--- config.mk ---
export PLATFORM = sky130hd
export DESIGN_NAME = instr_encoder
export DESIGN_NICKNAME = d
export VERILOG_FILES = /design/src/rtl/instr_pkg.sv /design/src/rtl/instr_field_pack.sv /design/src/rtl/instr_encoder.sv
export SDC_FILE = /design/constraint.sdc
export NUM_CORES = 1
export LEC_CHECK = 0
export BUFFER_PORTS_ARGS = -buffer_cell sky130_fd_sc_hd__buf_2
export CAP_MARGIN = 20
export CORE_MARGIN = 2
export CORE_UTILIZATION = 59
export CTS_CLUSTER_DIAMETER = 40
export DETAILED_ROUTE_END_ITERATION = 6
export PLACE_DENSITY_LB_ADDON = 0.05
export SLEW_MARGIN = 20
export SYNTH_ARGS = -nofsm -noshare
export SYNTH_HDL_FRONTEND = slang
export SYNTH_HIERARCHICAL = 1
export SYNTH_SLANG_ARGS = --single-unit
export TNS_END_PERCENT = 1
--- constraint.sdc ---
create_clock -name clk -period 6.5 [get_ports clk]
set_input_delay 1.3 -clock clk [delete_from_list [all_inputs] [get_ports clk]]
set_output_delay 1.3 -clock clk [all_outputs]
set_load 0.05 [all_outputs]
--- src/rtl/instr_pkg.sv ---
// Shared encodings for the MIPS instruction encoder: mnemonic kinds, opcode/funct
// fields, error codes and fixed instruction words.
package instr_pkg;

    typedef enum logic [5:0] {
        K_NOP     = 6'd0,
        K_ADD     = 6'd1,
        K_ADDU    = 6'd2,
        K_SUB     = 6'd3,
        K_SUBU    = 6'd4,
        K_AND     = 6'd5,
        K_OR      = 6'd6,
        K_SLT     = 6'd7,
        K_SLTU    = 6'd8,
        K_MULT    = 6'd9,
        K_MULTU   = 6'd10,
        K_DIV     = 6'd11,
        K_DIVU    = 6'd12,
        K_MFHI    = 6'd13,
        K_MFLO    = 6'd14,
        K_MTHI    = 6'd15,
        K_MTLO    = 6'd16,
        K_JR      = 6'd17,
        K_SYSCALL = 6'd18,
        K_ORI     = 6'd19,
        K_ANDI    = 6'd20,
        K_ADDI    = 6'd21,
        K_ADDIU   = 6'd22,
        K_LUI     = 6'd23,
        K_LW      = 6'd24,
        K_LH      = 6'd25,
        K_LB      = 6'd26,
        K_SW      = 6'd27,
        K_SH      = 6'd28,
        K_SB      = 6'd29,
        K_BEQ     = 6'd30,
        K_BNE     = 6'd31,
        K_JAL     = 6'd32,
        K_MFC0    = 6'd33,
        K_MTC0    = 6'd34,
        K_ERET    = 6'd35,
        K_LI      = 6'd36
    } kind_e;

    typedef enum logic [1:0] {
        S_IDLE = 2'd0,
        S_W0   = 2'd1,
        S_W1   = 2'd2,
        S_DS   = 2'd3
    } state_e;

    localparam logic [5:0] OP_SPECIAL = 6'b000000;
    localparam logic [5:0] OP_JAL     = 6'b000011;
    localparam logic [5:0] OP_BEQ     = 6'b000100;
    localparam logic [5:0] OP_BNE     = 6'b000101;
    localparam logic [5:0] OP_ADDI    = 6'b001000;
    localparam logic [5:0] OP_ADDIU   = 6'b001001;
    localparam logic [5:0] OP_ANDI    = 6'b001100;
    localparam logic [5:0] OP_ORI     = 6'b001101;
    localparam logic [5:0] OP_LUI     = 6'b001111;
    localparam logic [5:0] OP_COP0    = 6'b010000;
    localparam logic [5:0] OP_LB      = 6'b100000;
    localparam logic [5:0] OP_LH      = 6'b100001;
    localparam logic [5:0] OP_LW      = 6'b100011;
    localparam logic [5:0] OP_SB      = 6'b101000;
    localparam logic [5:0] OP_SH      = 6'b101001;
    localparam logic [5:0] OP_SW      = 6'b101011;

    localparam logic [5:0] FN_JR      = 6'b001000;
    localparam logic [5:0] FN_MFHI    = 6'b010000;
    localparam logic [5:0] FN_MTHI    = 6'b010001;
    localparam logic [5:0] FN_MFLO    = 6'b010010;
    localparam logic [5:0] FN_MTLO    = 6'b010011;
    localparam logic [5:0] FN_MULT    = 6'b011000;
    localparam logic [5:0] FN_MULTU   = 6'b011001;
    localparam logic [5:0] FN_DIV     = 6'b011010;
    localparam logic [5:0] FN_DIVU    = 6'b011011;
    localparam logic [5:0] FN_ADD     = 6'b100000;
    localparam logic [5:0] FN_ADDU    = 6'b100001;
    localparam logic [5:0] FN_SUB     = 6'b100010;
    localparam logic [5:0] FN_SUBU    = 6'b100011;
    localparam logic [5:0] FN_AND     = 6'b100100;
    localparam logic [5:0] FN_OR      = 6'b100101;
    localparam logic [5:0] FN_SLT     = 6'b101010;
    localparam logic [5:0] FN_SLTU    = 6'b101011;

    localparam logic [4:0] C0_MF      = 5'b00000;
    localparam logic [4:0] C0_MT      = 5'b00100;

    localparam logic [1:0] ERR_NONE   = 2'd0;
    localparam logic [1:0] ERR_KIND   = 2'd1;
    localparam logic [1:0] ERR_ALIGN  = 2'd2;
    localparam logic [1:0] ERR_RANGE  = 2'd3;

    localparam logic [31:0] NOP_WORD     = 32'h0000_0000;
    localparam logic [31:0] SYSCALL_WORD = 32'h0000_000C;
    localparam logic [31:0] ERET_WORD    = 32'h4200_0018;

    function automatic logic [31:0] r_word(logic [4:0] rs, logic [4:0] rt,
                                           logic [4:0] rd, logic [5:0] funct);
        return {OP_SPECIAL, rs, rt, rd, 5'd0, funct};
    endfunction

    function automatic logic [31:0] i_word(logic [5:0] op, logic [4:0] rs,
                                           logic [4:0] rt, logic [15:0] imm16);
        return {op, rs, rt, imm16};
    endfunction

endpackage

--- src/rtl/instr_field_pack.sv ---
// Combinational packer: turns one mnemonic request into its machine word(s)
// and flags, or reports why the request cannot be encoded.
module instr_field_pack
    import instr_pkg::*;
(
    input  logic [5:0]  kind,
    input  logic [4:0]  rs,
    input  logic [4:0]  rt,
    input  logic [4:0]  rd,
    input  logic [31:0] imm,
    input  logic [31:0] pc,
    output logic [31:0] word,
    output logic [31:0] word1,
    output logic        needs_w1,
    output logic        is_cti,
    output logic        err,
    output logic [1:0]  err_code
);

    logic [31:0] br_off;
    logic        br_misaligned;
    logic        br_out_of_range;

    // Offset is relative to the slot after the branch, in words.
    assign br_off          = $signed(imm - (pc + 32'd4)) >>> 2;
    assign br_misaligned   = (imm[1:0] != 2'b00);
    assign br_out_of_range = !((&br_off[31:15]) || !(|br_off[31:15]));

    always_comb begin
        word     = NOP_WORD;
        word1    = NOP_WORD;
        needs_w1 = 1'b0;
        is_cti   = 1'b0;
        err      = 1'b0;
        err_code = ERR_NONE;
        case (kind_e'(kind))
            K_NOP:     word = NOP_WORD;
            K_ADD:     word = r_word(rs, rt, rd, FN_ADD);
            K_ADDU:    word = r_word(rs, rt, rd, FN_ADDU);
            K_SUB:     word = r_word(rs, rt, rd, FN_SUB);
            K_SUBU:    word = r_word(rs, rt, rd, FN_SUBU);
            K_AND:     word = r_word(rs, rt, rd, FN_AND);
            K_OR:      word = r_word(rs, rt, rd, FN_OR);
            K_SLT:     word = r_word(rs, rt, rd, FN_SLT);
            K_SLTU:    word = r_word(rs, rt, rd, FN_SLTU);
            K_MULT:    word = r_word(rs, rt, 5'd0, FN_MULT);
            K_MULTU:   word = r_word(rs, rt, 5'd0, FN_MULTU);
            K_DIV:     word = r_word(rs, rt, 5'd0, FN_DIV);
            K_DIVU:    word = r_word(rs, rt, 5'd0, FN_DIVU);
            K_MFHI:    word = r_word(5'd0, 5'd0, rd, FN_MFHI);
            K_MFLO:    word = r_word(5'd0, 5'd0, rd, FN_MFLO);
            K_MTHI:    word = r_word(rs, 5'd0, 5'd0, FN_MTHI);
            K_MTLO:    word = r_word(rs, 5'd0, 5'd0, FN_MTLO);
            K_JR: begin
                word   = r_word(rs, 5'd0, 5'd0, FN_JR);
                is_cti = 1'b1;
            end
            K_SYSCALL: word = SYSCALL_WORD;
            K_ORI:     word = i_word(OP_ORI,   rs, rt, imm[15:0]);
            K_ANDI:    word = i_word(OP_ANDI,  rs, rt, imm[15:0]);
            K_ADDI:    word = i_word(OP_ADDI,  rs, rt, imm[15:0]);
            K_ADDIU:   word = i_word(OP_ADDIU, rs, rt, imm[15:0]);
            K_LUI:     word = i_word(OP_LUI, 5'd0, rt, imm[15:0]);
            K_LW:      word = i_word(OP_LW, rs, rt, imm[15:0]);
            K_LH:      word = i_word(OP_LH, rs, rt, imm[15:0]);
            K_LB:      word = i_word(OP_LB, rs, rt, imm[15:0]);
            K_SW:      word = i_word(OP_SW, rs, rt, imm[15:0]);
            K_SH:      word = i_word(OP_SH, rs, rt, imm[15:0]);
            K_SB:      word = i_word(OP_SB, rs, rt, imm[15:0]);
            K_BEQ, K_BNE: begin
                is_cti = 1'b1;
                if (br_misaligned) begin
                    err      = 1'b1;
                    err_code = ERR_ALIGN;
                end else if (br_out_of_range) begin
                    err      = 1'b1;
                    err_code = ERR_RANGE;
                end else begin
                    word = i_word((kind_e'(kind) == K_BEQ) ? OP_BEQ : OP_BNE,
                                  rs, rt, br_off[15:0]);
                end
            end
            K_JAL: begin
                is_cti = 1'b1;
                if (br_misaligned) begin
                    err      = 1'b1;
                    err_code = ERR_ALIGN;
                end else begin
                    word = {OP_JAL, imm[27:2]};
                end
            end
            K_MFC0:    word = {OP_COP0, C0_MF, rt, rd, 11'd0};
            K_MTC0:    word = {OP_COP0, C0_MT, rt, rd, 11'd0};
            K_ERET:    word = ERET_WORD;
            K_LI: begin
                // A zero upper half fits in one ori from $0.
                if (imm[31:16] != 16'd0) begin
                    word     = i_word(OP_LUI, 5'd0, rt, imm[31:16]);
                    word1    = i_word(OP_ORI, rt, rt, imm[15:0]);
                    needs_w1 = 1'b1;
                end else begin
                    word = i_word(OP_ORI, 5'd0, rt, imm[15:0]);
                end
            end
            default: begin
                err      = 1'b1;
                err_code = ERR_KIND;
            end
        endcase
    end

endmodule

--- src/rtl/instr_encoder.sv ---
// Sequential MIPS encoder: accepts one request at a time, emits its word(s)
// tagged with a running PC, expanding li and appending delay-slot nops.
module instr_encoder
    import instr_pkg::*;
#(
    parameter logic [31:0] BASE_ADDR = 32'h0000_3000,
    parameter bit          AUTO_NOP  = 1'b1
) (
    input  logic        clk,
    input  logic        reset,
    input  logic        in_valid,
    output logic        in_ready,
    input  logic [5:0]  in_kind,
    input  logic [4:0]  in_rs,
    input  logic [4:0]  in_rt,
    input  logic [4:0]  in_rd,
    input  logic [31:0] in_imm,
    output logic        out_valid,
    input  logic        out_ready,
    output logic [31:0] out_instr,
    output logic [31:0] out_pc,
    output logic        out_err,
    output logic [1:0]  err_code,
    output logic [15:0] word_count
);

    state_e      state_q, state_d;
    logic [31:0] pc_q, pc_d;
    logic [31:0] instr_q, instr_d;
    logic [31:0] word1_q, word1_d;
    logic        needs_w1_q, needs_w1_d;
    logic        is_cti_q, is_cti_d;
    logic        err_q, err_d;
    logic [1:0]  err_code_q, err_code_d;
    logic [15:0] count_q, count_d;

    logic [31:0] pk_word, pk_word1;
    logic        pk_needs_w1, pk_is_cti, pk_err;
    logic [1:0]  pk_err_code;
    logic        accept, handshake;

    instr_field_pack u_pack (
        .kind     (in_kind),
        .rs       (in_rs),
        .rt       (in_rt),
        .rd       (in_rd),
        .imm      (in_imm),
        .pc       (pc_q),
        .word     (pk_word),
        .word1    (pk_word1),
        .needs_w1 (pk_needs_w1),
        .is_cti   (pk_is_cti),
        .err      (pk_err),
        .err_code (pk_err_code)
    );

    always_ff @(posedge clk) begin
        if (!reset) begin
            state_q <= S_IDLE;
        end else begin
            state_q <= state_d;
        end
    end

    always_comb begin
        state_d = state_q;
        case (state_q)
            S_IDLE: if (accept && !pk_err) state_d = S_W0;
            S_W0: begin
                if (handshake) begin
                    if (needs_w1_q)                state_d = S_W1;
                    else if (is_cti_q && AUTO_NOP) state_d = S_DS;
                    else                           state_d = S_IDLE;
                end
            end
            S_W1, S_DS: if (handshake) state_d = S_IDLE;
            default: state_d = S_IDLE;
        endcase
    end

    always_comb begin
        in_ready   = (state_q == S_IDLE);
        out_valid  = (state_q != S_IDLE);
        out_instr  = instr_q;
        out_pc     = pc_q;
        out_err    = err_q;
        err_code   = err_code_q;
        word_count = count_q;
    end

    assign accept    = in_valid && in_ready;
    assign handshake = out_valid && out_ready;

    // Rejected requests are consumed but leave the PC and word stream untouched.
    always_comb begin
        pc_d       = pc_q;
        instr_d    = instr_q;
        word1_d    = word1_q;
        needs_w1_d = needs_w1_q;
        is_cti_d   = is_cti_q;
        err_d      = 1'b0;
        err_code_d = err_code_q;
        count_d    = count_q;
        if (accept) begin
            if (pk_err) begin
                err_d      = 1'b1;
                err_code_d = pk_err_code;
            end else begin
                instr_d    = pk_word;
                word1_d    = pk_word1;
                needs_w1_d = pk_needs_w1;
                is_cti_d   = pk_is_cti;
            end
        end
        if (handshake) begin
            pc_d    = pc_q + 32'd4;
            count_d = count_q + 16'd1;
            if (state_q == S_W0) begin
                if (needs_w1_q)                instr_d = word1_q;
                else if (is_cti_q && AUTO_NOP) instr_d = NOP_WORD;
            end
        end
    end

    always_ff @(posedge clk) begin
        if (!reset) begin
            pc_q       <= BASE_ADDR;
            instr_q    <= NOP_WORD;
            word1_q    <= NOP_WORD;
            needs_w1_q <= 1'b0;
            is_cti_q   <= 1'b0;
            err_q      <= 1'b0;
            err_code_q <= ERR_NONE;
            count_q    <= 16'd0;
        end else begin
            pc_q       <= pc_d;
            instr_q    <= instr_d;
            word1_q    <= word1_d;
            needs_w1_q <= needs_w1_d;
            is_cti_q   <= is_cti_d;
            err_q      <= err_d;
            err_code_q <= err_code_d;
            count_q    <= count_d;
        end
    end

endmodule

# [Word level (Yosys, flattened, before mapping)]
# Index checks and enable logic that the tools add are counted.
[totals] reg_bits=119 latch_bits=0 ram_bits=0 romBits=0 out_inout_bits=85 elab_cells=108 n_memories=0
[classes] addsub=3 mul=0 div_mod_pow=0 order_cmp=0 eq_ne=42 n_shift=0 n_mux=32 n_bitwise=1 reduce_logical=21
[op_table] cell="one-hot mux 32 bit (35 select lines)" count=1
[op_table] cell="2-to-1 mux 32 bit" count=9
[op_table] cell="equality test 6 x 5 -> 1 bit, second input constant" count=16
[op_table] cell="2-to-1 mux 28 bit" count=2
[op_table] cell="equality test 6 x 4 -> 1 bit, second input constant" count=8
[op_table] cell="OR reduction 34 bit" count=1
[op_table] cell="adder 32 x 3 -> 32 bit, second input constant" count=1
[op_table] cell="subtractor 32 bit" count=1
[op_table] cell="equality test 6 bit, second input constant" count=5
[op_table] cell="2-to-1 mux 30 bit" count=1
[op_table] cell="equality test 6 x 3 -> 1 bit, second input constant" count=4
[op_table] cell="adder 16 x 1 -> 16 bit, second input constant" count=1
[op_table] cell="2-to-1 mux 2 bit" count=8
[op_table] cell="nonzero test 16 bit" count=1
[op_table] cell="AND reduction 15 bit" count=1
[op_table] cell="OR reduction 15 bit" count=1
[op_table] cell="equality test 6 x 2 -> 1 bit, second input constant" count=2
[op_table] cell="one-hot mux 2 bit (3 select lines)" count=2
[op_table] cell="2-to-1 mux 1 bit" count=8
[op_table] cell="equality test 6 x 1 -> 1 bit, second input constant" count=1
[op_table] cell="logical NOT 6 bit" count=1
[op_table] cell="AND reduction 2 bit" count=3
[op_table] cell="equality test 2 bit, second input constant" count=2
[op_table] cell="inequality test 2 bit, second input constant" count=2
[op_table] cell="other kinds (12)" count=17

# [Depth between registers and ports, before layout]
# Gate-level depths: netlist of the first run.
[depth] ltp_word=14 ltp_mapped=19

# [Cells and area by module]
# Netlist of the first run, hierarchy kept.
[by_module_without_submodules] mod="instr_encoder" n_inst=1 cells_per_inst=601 area_each_um2=5028.6 seq_area_each_um2=2342.2
[by_module_without_submodules] mod="instr_field_pack" n_inst=1 cells_per_inst=673 area_each_um2=4250.3 seq_area_each_um2=0.0

# [Worst setup path before layout of the first run]
# Ideal clock, no wire load.
[synth_path] path_type="input to register" from="input in_imm[1]" to="register needs_w1_q" setup_ns=0.070 arrival_time_ns=5.325 required_ns=6.430 setup_slack_ns=1.105 cell_stages=17 n_path_buf=2 path_cell_list="ha_1 > and2_1 > fa_1 > a211oi_1 > o211a_1 > o21ai_1 > a211oi_1 > xnor2_1 > o311ai_1 > nor4_2 > o2bb2a_4 > a211o_1 > nor4b_1 > clkbuf_1 > buf_1 > nand2_1 > a21oi_1"
[synth_between] elab_chain_cells=9 elab_cells_between_ends=12 cone_classes="add/sub (1); mux (4); bitwise (1); reduce/logical (6)"
[synth_lines] element="start, declared" line="instr_encoder.sv:17" rtl="input logic [31:0] in_imm,"
[synth_lines] element="subtractor 32 bit" line="instr_field_pack.sv:25" rtl="assign br_off = $signed(imm - (pc + 32'd4)) >>> 2;"
[synth_lines] element="OR reduction 15 bit" line="instr_field_pack.sv:27" rtl="assign br_out_of_range = !((&br_off[31:15]) || !(|br_off[31:15]));"
[synth_lines] element="logical NOT 1 bit" line="instr_field_pack.sv:27"
[synth_lines] element="logical OR 1 bit" line="instr_field_pack.sv:27"
[synth_lines] element="2-to-1 mux 1 bit" line="instr_field_pack.sv:75" rtl="end else if (br_out_of_range) begin"
[synth_lines] element="2-to-1 mux 1 bit" line="instr_field_pack.sv:72" rtl="if (br_misaligned) begin"
[synth_lines] element="one-hot mux 1 bit (3 select lines) *" line="instr_field_pack.sv:36" rtl="case (kind_e'(kind))"
[synth_lines] element="named net pk_err" line="instr_encoder.sv:38" rtl="logic pk_needs_w1, pk_is_cti, pk_err;"
[synth_lines] element="NOT 1 bit (no line) *"
[synth_lines] element="AND reduction 2 bit (no line) *"
[synth_lines] element="end signal, assigned" line="instr_encoder.sv:139" rtl="needs_w1_q <= needs_w1_d;"
[synth_lines] element="end, declared" line="instr_encoder.sv:31" rtl="logic needs_w1_q, needs_w1_d;"
# The timed path passes the listed nets; every way through them passes the cells marked *.
# A chain may end at the register's enable or synchronous reset.

# [Worst setup path after layout of the first run]
[layout_path] from="input in_imm[8]" to="register instr_q[9], in the netlist out_instr[9]"
[layout_between] elab_chain_cells=13 elab_cells_between_ends=17 cone_classes="add/sub (1); mux (12); reduce/logical (4)"
[layout_lines] element="subtractor 32 bit *" line="instr_field_pack.sv:25"
[layout_lines] element="OR reduction 15 bit" line="instr_field_pack.sv:27"
[layout_lines] element="logical NOT 1 bit" line="instr_field_pack.sv:27"
[layout_lines] element="logical OR 1 bit *" line="instr_field_pack.sv:27"
[layout_lines] element="2-to-1 mux 1 bit *" line="instr_field_pack.sv:75"
[layout_lines] element="2-to-1 mux 1 bit *" line="instr_field_pack.sv:72"
[layout_lines] element="one-hot mux 1 bit (3 select lines) *" line="instr_field_pack.sv:36"
[layout_lines] element="named net pk_err" line="instr_encoder.sv:38"
[layout_lines] element="2-to-1 mux 32 bit *" line="instr_encoder.sv:105" rtl="if (pk_err) begin"
[layout_lines] element="2-to-1 mux 32 bit *" line="instr_encoder.sv:104" rtl="if (accept) begin"
[layout_lines] element="2-to-1 mux 32 bit" line="instr_encoder.sv:120" rtl="else if (is_cti_q && AUTO_NOP) instr_d = NOP_WORD;"
[layout_lines] element="2-to-1 mux 32 bit" line="instr_encoder.sv:119" rtl="if (needs_w1_q) instr_d = word1_q;"
[layout_lines] element="2-to-1 mux 32 bit" line="instr_encoder.sv:118" rtl="if (state_q == S_W0) begin"
[layout_lines] element="2-to-1 mux 32 bit *" line="instr_encoder.sv:115" rtl="if (handshake) begin"
[layout_lines] element="end signal, assigned" line="instr_encoder.sv:137" rtl="instr_q <= instr_d;"
[layout_lines] element="end, declared" line="instr_encoder.sv:29" rtl="logic [31:0] instr_q, instr_d;"
# Marks and branches as above.

==> out/qor.yml, run 1 <==
status: "complete, no violations"
synth_cell_types: 77
first_global_vias: 8425
start_util_pct: 60.8
grtUsageMet2_pct: 51.8
dieArea_um2: 16700
finalHoldViolCount: 0
drt.antenna.violating_nets: 0
cts_tree: "yes"
clock-sinks: 117
period_share_pct: 91.6
portBuffers: 139
r2r_start: "out_pc[7]"
worst_clock_skew_ns: 0.0154
cts_made_buffers: 17
rsz0062_at_grt: "false"
grtUsageMet1_pct: 51.8
rows: 45
final_cells: 1584
dp_cells: 1551
p_per_area_nw_per_um2: 191
io_pins: 142
grt_max_degree: 66
reg2regPathDepth: 17
combinationalPowerShare_pct: 20.0
drt-total-wl_mm: 30.4
cts_max_level: 4
syn_inst: 1274
cts_buffer_depth: 2
critical_path.max_fanout: 20
synthesis.area_um2: 9280
drt-vias-per-instance: 6.16
crit_path_end: "out_instr[9]"
startpoint: "in_imm[8]"
vias: 9752
synth_ff_type: "dfxtp_1"
seqPwrFrac_pct: 36.8
drt-pass1-iter-count: 6
synth_edf_count: 0
wl_per_cell_um: 19.2
ys_seq_area_share_pct: 25.2
hold_class: "reg2reg"
yosys_warnings: 6
fillers: 1323
busiest_layer: "met2"
ir_drop_v: 0.000180
cp-start-kind: "input port"
gp_congestion: 1.01
min_period_ns: 5.95
regToRegSetupSlack_ns: 1.15
cp-end-kind: "register"
worst-slew-pin-transition_ns: 0.913
syn2layout_area_growth_pct: 13.4
cts_hold_buf: 0
clockRootBuffer: "clkbuf_16"
reg2reg_to: "out_instr[9]"
post_cts_resized: 0
setup_viol: 0
met3_usage_pct: 10.0
grtUsageTotal_pct: 36.1
clkTransAtPathRegs_ns: 0.05
drt-initial-drc-count: 953
insertion_delay_ns: 0.43
swShare_pct: 32.0
core-area_um2: 15300
p_switching_uw: 642
power_leakage_nw: 4.35
path_class: "in2reg"
p_int_mw: 1.36
finalMaxSlewViolations: 0
postCtsSetupBuffers: 0
max_slew_margin_pct: 38.7
required_ns: 6.80
final_nets: 1478
dp_hpwl_mm: 22.3
clock.fmax_ghz: 0.168
pwr-share-clk_pct: 43.2
antenna_found_initial: 1
grt_pass1_wl_mm: 46.3
fin_setup_tns_ns: 0
final_util_pct: 69.0
arrival_ns: 6.26
drive_gt1_share_pct: 15.2
async_flop_share_pct: 0
grt_overflow: 0
drc: 0
fp.dieW_um: 129
avgSynthCellArea_um2: 7.28
dieHeight_um: 129
max_cap_violations: 0
synth_seq_cells: 117
[metal layers]
metal	wire [um]	up-vias
met2	12700	522
met5	37	-
met4	839	2
met1	13600	4517
met3	3260	62
li1	-	4649
[Yosys cell counts, types with 14 or more instances]
cell | count | share of area (%)
a21oi_1 | 109 | 5.9
o21ai_0 | 75 | 4.0
dfxtp_1 | 117 | 25
nand2_1 | 185 | 7.5
o21ai_1 | 15 | 0.81
xnor2_1 | 33 | 3.1
nor3_1 | 45 | 2.4
mux2i_1 | 43 | 4.6
clkbuf_1 | 61 | 2.5
o31ai_1 | 23 | 1.9
nor4_1 | 14 | 0.94
and2_1 | 45 | 3.0
ha_1 | 61 | 8.2
nor2_1 | 63 | 2.5
xor2_1 | 19 | 1.8
inv_1 | 107 | 4.3
buf_4 | 15 | 1.2
nand4_1 | 19 | 1.3
nand3_1 | 17 | 0.92
[worst min path at each step]
| stage | cells after the start | slack, ns | to | from |
|---|---|---|---|---|
| after floorplan | 2 | 0.44 | word1_q[0] | word1_q[0] |
| after global placement | 2 | 0.44 | word1_q[14] | word1_q[14] |
| after detailed placement | 2 | 0.45 | word1_q[2] | word1_q[2] |
| after CTS | 2 | 0.46 | word1_q[15] | word1_q[15] |
| after global routing | 2 | 0.47 | word1_q[24] | word1_q[24] |
| final | 2 | 0.45 | word1_q[13] | word1_q[13] |
[registers in the layout (all words and copies together) (netlist names)]
signal	count
out_err	1
word1_q	32
err_code	2
out_instr	32
out_pc	30
is_cti_q	1
state_q	2
needs_w1_q	1
word_count	16
[through the flow]
step / power, mW / instance area (um^2) / hold slack, ns / setup WS (ns)
detailed placement: 1.14 / 9980 / 0.447 / 0.258
global route: 2.08 / 10500 / 0.470 / 0.260
floorplan: 1.03 / 9300 / 0.437 / 1.10
CTS: 2.00 / 10500 / 0.455 / 0.644
global placement: 1.14 / 9980 / 0.442 / 0.299
finish: 2.01 / 10500 / 0.455 / 0.546
[kinds of logic after synthesis]
logic type / after synthesis / share of synthesized area (%)
other cells: 2 / 0.0809
fa+ha+maj: 62 / 8.44
flops: 117 / 25.2
simple gates: 454 / 23.9
compound gates: 341 / 23.5
xor+xnor: 52 / 4.91
buf+inv: 201 / 8.98
mux: 45 / 4.88
[layout by cell type (no fill, tap or decap), types with 14 or more instances in the layout]
| master | count |
|---|---|
| a21oi_1 | 109 |
| and2_1 | 45 |
| buf_2 | 139 |
| buf_4 | 14 |
| clkbuf_16 | 17 |
| dfxtp_1 | 117 |
| ha_1 | 61 |
| inv_1 | 107 |
| mux2i_1 | 43 |
| nand2_1 | 185 |
| nand3_1 | 17 |
| nand4_1 | 19 |
| nor2_1 | 63 |
| nor3_1 | 44 |
| o21ai_0 | 75 |
| o21ai_1 | 15 |
| o31ai_1 | 23 |
| xnor2_1 | 33 |
| xor2_1 | 19 |
[power by group through the flow]
stage,clock (mW),sequential (mW),combinational (mW)
finish,0.866,0.738,0.401
detailed placement,0,0.753,0.386
floorplan,0,0.777,0.252
CTS,0.870,0.738,0.390
global placement,0,0.753,0.387
global route,0.906,0.739,0.430
[area by class of cell]
class                      count  area, um^2  area share, %
clock inverter                12        96.3          0.915
clock buffer                  20         447           4.24
timing repair buffer         154         821           7.80
multi-input combinational    961        6150           58.4
antenna                        1        2.50         0.0238
sequential                   117        2340           22.3
inverter                     108         405           3.85
tap                          211         264           2.51
[critical path, stage by stage]
cell,delay [ns]
buf_2,0.14
inv_1,0.08
ha_1,0.28
inv_1,0.04
ha_1,0.40
a21oi_1,0.19
a211o_1,0.34
o21ai_1,0.36
a211oi_1,0.16
xnor2_1,0.45
o311ai_1,0.23
nor4_2,0.41
o2bb2a_4,0.22
a211o_1,0.37
nor4b_2,0.44
buf_4,0.37
mux2i_1,0.21
o21ai_0,0.10
and2_1,0.17
Power figures use the tool's default switching activity.
==> inputs of run 2 (changes only) <==
--- a/config.mk
+++ b/config.mk
@@ -7,12 +7,10 @@
 export LEC_CHECK = 0
 export BUFFER_PORTS_ARGS = -buffer_cell sky130_fd_sc_hd__buf_2
 export CAP_MARGIN = 20
-export CORE_MARGIN = 2
-export CORE_UTILIZATION = 59
+export CORE_UTILIZATION = 53
 export CTS_CLUSTER_DIAMETER = 40
 export DETAILED_ROUTE_END_ITERATION = 6
 export PLACE_DENSITY_LB_ADDON = 0.05
-export SLEW_MARGIN = 20
 export SYNTH_ARGS = -nofsm -noshare
 export SYNTH_HDL_FRONTEND = slang
 export SYNTH_HIERARCHICAL = 1
==> constraint.sdc (replaced) <==
create_clock -name clk -period 5.07 [get_ports clk]
set_input_delay 1.014 -clock clk [delete_from_list [all_inputs] [get_ports clk]]
set_output_delay 1.014 -clock clk [all_outputs]
set_load 0.05 [all_outputs]
==> run 2 against run 1 <==
  * Global-route usage fell by 0.72 points
  * Highest routed layer is now met4
  * Critical endpoint is now out_instr[10]
  * Sequential share of layout area fell by 3.6 points
  * Largest power group unchanged
  * Critical path type unchanged
  * Design area rose by 20%
==> out/qor.yml, run 2 (synthesis gave the netlist of run 1 again) <==
drc: 0
path_class: "in2reg"
gp_congestion: 1.02
clock.fmax_ghz: 0.202
worst-slew-pin-transition_ns: 0.833
cts_buffer_depth: 2
regToRegSetupSlack_ns: 0.35
worst_clock_skew_ns: 0.00903
drt-vias-per-instance: 5.94
insertedDiodeCount: 0
drt-pass1-iter-count: 7
final_util_pct: 73.2
insertion_delay_ns: 0.41
reg2reg_to: "out_instr[10]"
arrival_ns: 5.24
grt_overflow: 0
cp-end-kind: "register"
rows: 48
cts_hold_buf: 0
cp-start-kind: "input port"
antenna_found_initial: 0
crit_path_end: "out_instr[10]"
drt-total-wl_mm: 33.5
final_nets: 1633
min_period_ns: 4.94
first_global_vias: 9160
clkTransAtPathRegs_ns: 0.05
portBuffers: 139
start_util_pct: 54.0
clock-sinks: 117
multi_input_area_um2: 6730
final-seq-area_um2: 2340
drive_gt1_share_pct: 29.7
startpoint: "in_imm[8]"
power_leakage_nw: 5.28
drt-initial-drc-count: 1377
dieArea_um2: 18000
finish.instance_area_um2: 12600
period_share_pct: 97.5
fp.dieW_um: 134
setup_viol: 0
fillers: 1421
wl_per_cell_um: 19.1
final_common_cell: "nand2_1"
cts_tree: "yes"
status: "complete, no violations"
finalHoldViolCount: 0
drt.antenna.violating_nets: 0
cts_max_level: 4
layout_common_cells: "nand2_1 (182), buf_4 (161), buf_2 (131), dfxtp_1 (117), a21oi_1 (102)"
reg2regPathDepth: 19
r2r_start: "out_pc[3]"
dieHeight_um: 134
p_per_area_nw_per_um2: 240
core-area_um2: 17200
ir_drop_v: 0.000331
clockRootBuffer: "clkbuf_16"
hold_class: "reg2reg"
vias: 10400
cts_made_buffers: 17
io_pins: 142
grt_max_degree: 43
max_slew_margin_pct: 43.7
fin_setup_tns_ns: 0
grt_pass1_wl_mm: 49.4
required_ns: 5.37
post_dp_cell_area_um2: 11100
max_cap_violations: 0
syn2layout_area_growth_pct: 35.6
dp_hpwl_mm: 24.4
grtUsageTotal_pct: 35.3
finalMaxSlewViolations: 0
critical_path.max_fanout: 8
==> run 2: power by group <==
| group | internal [mW] | switching, mW |
|---|---|---|
| clock network | 0.934 | 0.429 |
| logic | 0.308 | 0.402 |
| registers | 0.934 | 0.0140 |
| total | 2.18 | 0.844 |
==> run 2: cell type report <==
cell class	count	area share, %
clock buffer	19	3.52
inverter	108	3.28
tap	225	2.24
sequential	117	18.6
timing repair buffer	309	17.0
clock inverter	13	1.82
multi-input combinational	961	53.5
==> run 2: worst min path at each step <==
| stage | start | to | slack (ns) | depth (start not counted) |
|---|---|---|---|---|
| finish | word1_q[26] | word1_q[26] | 0.45 | 2 |
| global route | word1_q[11] | word1_q[11] | 0.47 | 2 |
| detailed placement | word1_q[0] | word1_q[0] | 0.45 | 2 |
| global placement | word1_q[25] | word1_q[25] | 0.44 | 2 |
| floorplan | word1_q[0] | word1_q[0] | 0.44 | 2 |
| CTS | word1_q[26] | word1_q[26] | 0.45 | 2 |
==> run 2: per-stage QoR <==
| step | cells | power [mW] | hold slack [ns] | setup slack, ns |
|---|---|---|---|---|
| finish | 1752 | 3.02 | 0.453 | 0.128 |
| global route | 1752 | 3.12 | 0.475 | -0.0906 |
| CTS | 1742 | 2.93 | 0.455 | 0.00384 |
| detailed placement | 1710 | 1.57 | 0.447 | -0.453 |
| global placement | 1710 | 1.57 | 0.443 | -0.313 |
| floorplan | 1279 | 1.32 | 0.437 | -0.0183 |
==> run 2: critical path: stages <==
cell and delay [ns]:
buf_2 0.10, inv_2 0.07, ha_4 0.26, inv_2 0.04
ha_4 0.30, buf_4 0.12, nand4_1 0.17, nor3_2 0.19
a2bb2oi_2 0.10, o21ai_2 0.22, buf_6 0.15, mux2i_1 0.18
nand4_1 0.19, nor4_2 0.37, o2bb2a_4 0.21, a211o_4 0.36
nor4b_4 0.31, buf_6 0.23, clkbuf_16 0.18, mux2i_1 0.22
o21ai_1 0.07, and2_1 0.16
==> run 2: metal layers <==
layer  wire length [um]  GRT usage, %  up-vias
met4                657          9.99        0
met2              14300          51.7      538
met5                  0             0        -
met1              15000          51.6     4858
met3               3480          7.63       44
li1                   -             -     4966
==> run 2: what timing repair did <==
item | CTS | global route
buffers inserted | 0 | 7
gates resized for setup | 2 | 137
cloned | 0 | 4
pin swaps | 1 | 52
setup endpoints to repair | 14 | 53
==> inputs of run 3 (changes only) <==
--- a/config.mk
+++ b/config.mk
@@ -5,9 +5,9 @@
 export SDC_FILE = /design/constraint.sdc
 export NUM_CORES = 1
 export LEC_CHECK = 0
-export BUFFER_PORTS_ARGS = -buffer_cell sky130_fd_sc_hd__buf_2
+export BUFFER_PORTS_ARGS = -buffer_cell sky130_fd_sc_hd__buf_4
 export CAP_MARGIN = 20
-export CORE_UTILIZATION = 53
+export CORE_UTILIZATION = 35
 export CTS_CLUSTER_DIAMETER = 40
 export DETAILED_ROUTE_END_ITERATION = 6
 export PLACE_DENSITY_LB_ADDON = 0.05
==> run 3 against run 2 <==
  * The run now ends with design-rule violations left
  * Critical path type unchanged
  * Clock power is 6% lower
  * Via count is 4.4% lower
  * Combinational power is 4.5% lower
==> out/qor.yml, run 3 (synthesis gave the netlist of run 1 again) <==
status: "complete, but fails checks"
violations: "design-rule violations"
cts_max_level: 4
power_leakage_nw: 5.23
grtUsageTotal_pct: 25.7
syn2layout_area_growth_pct: 34.6
path_class: "in2reg"
grt_pass1_wl_mm: 52.6
drt-pass1-iter-count: 7
insertedDiodeCount: 0
insertion_delay_ns: 0.41
arrival_ns: 5.17
crit_slowest_cell: "a211o_4"
required_ns: 5.38
cts_hold_buf: 0
p_per_area_nw_per_um2: 233
fp.dieW_um: 165
drt-total-wl_mm: 35.2
finalHoldViolCount: 0
drc: 1
drt-initial-drc-count: 1040
worst_clock_skew_ns: 0.00749
cp_top_family: "compound AO/OA/AOI/OAI gates"
cp_slowest_stage_delay_ns: 0.37
clkTransAtPathRegs_ns: 0.06
max_slew_margin_pct: 46.7
rows: 59
clock.fmax_ghz: 0.205
core-area_um2: 26100
max_cap_violations: 0
antenna_found_initial: 0
setup_viol: 0
critical_path.max_fanout: 14
final_cells: 1859
layout_common_cells: "buf_4 (302), nand2_1 (185), dfxtp_1 (117), inv_1 (107), a21oi_1 (105)"
ir_drop_v: 0.000204
min_period_ns: 4.87
dp_cells: 1826
dieArea_um2: 27200
io_pins: 142
dieHeight_um: 165
crit_buf_inv: 5
cp-start-kind: "input port"
portBuffers: 139
final_common_cell: "buf_4"
start_util_pct: 35.6
grt_overflow: 0
finish.instance_area_um2: 12500
clock-sinks: 117
cts_buffer_depth: 2
cts_made_buffers: 17
total_power_mw: 2.91
gp_congestion: 0.898
final_util_pct: 47.9
finalMaxSlewViolations: 0
worstPathCellList: "buf_4 > inv_1 > ha_1 > inv_1 > ha_1 > a21oi_1 > o21ai_0 > a22oi_2 > o211ai_1 > a221oi_2 > xor2_1 > nor4_2 > o2bb2a_4 > a211o_4 > nor4b_4 > buf_4 > buf_12 > mux2i_1 > o21ai_0 > and2_1"
hold_class: "reg2reg"
drt.antenna.violating_nets: 0
period_share_pct: 96.0
final_nets: 1630
wl_per_cell_um: 18.9
drt-vias-per-instance: 5.35
clockRootBuffer: "clkbuf_16"
worst-slew-pin-transition_ns: 0.790
dp_hpwl_mm: 27.4
vias: 9944
cp-end-kind: "register"
drive_gt1_share_pct: 25.9
first_global_vias: 9038
grt_max_degree: 55
cts_tree: "yes"
post_dp_cell_area_um2: 11700
[run 3: cell type report]
type	count	area (um^2)
Clock inverter	14	201
Inverter	108	405
Tap cell	335	419
Timing Repair Buffer	306	2350
Sequential cell	117	2340
Fill cell	2624	13600
Multi-Input combinational cell	961	6350
Clock buffer	18	429
[run 3: tightest hold or removal path: cells and delay by family, from the launching register on]
kind | cells | cell delay [ns]
AOI/OAI and AO/OA | 1 | 0.05
DFF | 1 | 0.30
and+or+nand+nor | 1 | 0.05
[run 3: per-layer routing]
metal | vias to the layer above | track usage [%] | wire (um)
li1 | 4949 | - | -
met1 | 4641 | 40.0 | 17800
met2 | 317 | 35.5 | 14300
met3 | 37 | 3.74 | 2370
met4 | 0 | 7.84 | 749
met5 | - | 0 | 0
[run 3: repair_timing]
action | in CTS | in global routing
gates resized for setup | 0 | 37
setup buffers | 0 | 1
endpoints found under the setup margin | 0 | 46
[run 3: power by group]
part | switching (mW) | internal (mW)
clock network | 0.453 | 0.829
logic | 0.387 | 0.291
registers | 0.0137 | 0.933
[run 3: worst paths after layout]
path	startpoint	endpoint	slack [ns]	depth (start not counted)
max	in_imm[11]	out_instr[15]	0.20	20
min	word1_q[10]	word1_q[10]	0.45	2
max reg2reg	out_pc[5]	out_instr[15]	0.50	18
min reg2reg	word1_q[10]	word1_q[10]	0.45	2
[run 3: through the flow]
step / setup TNS, ns / setup slack, ns / hold slack, ns
6_report: 0 / 0.203 / 0.454
3_3_place_gp: -11.22 / -0.288 / 0.443
3_5_place_dp: -17.36 / -0.402 / 0.447
2_1_floorplan: -0.313 / -0.0183 / 0.437
4_1_cts: 0 / 0.0280 / 0.455
5_1_grt: -0.0998 / -0.0363 / 0.464
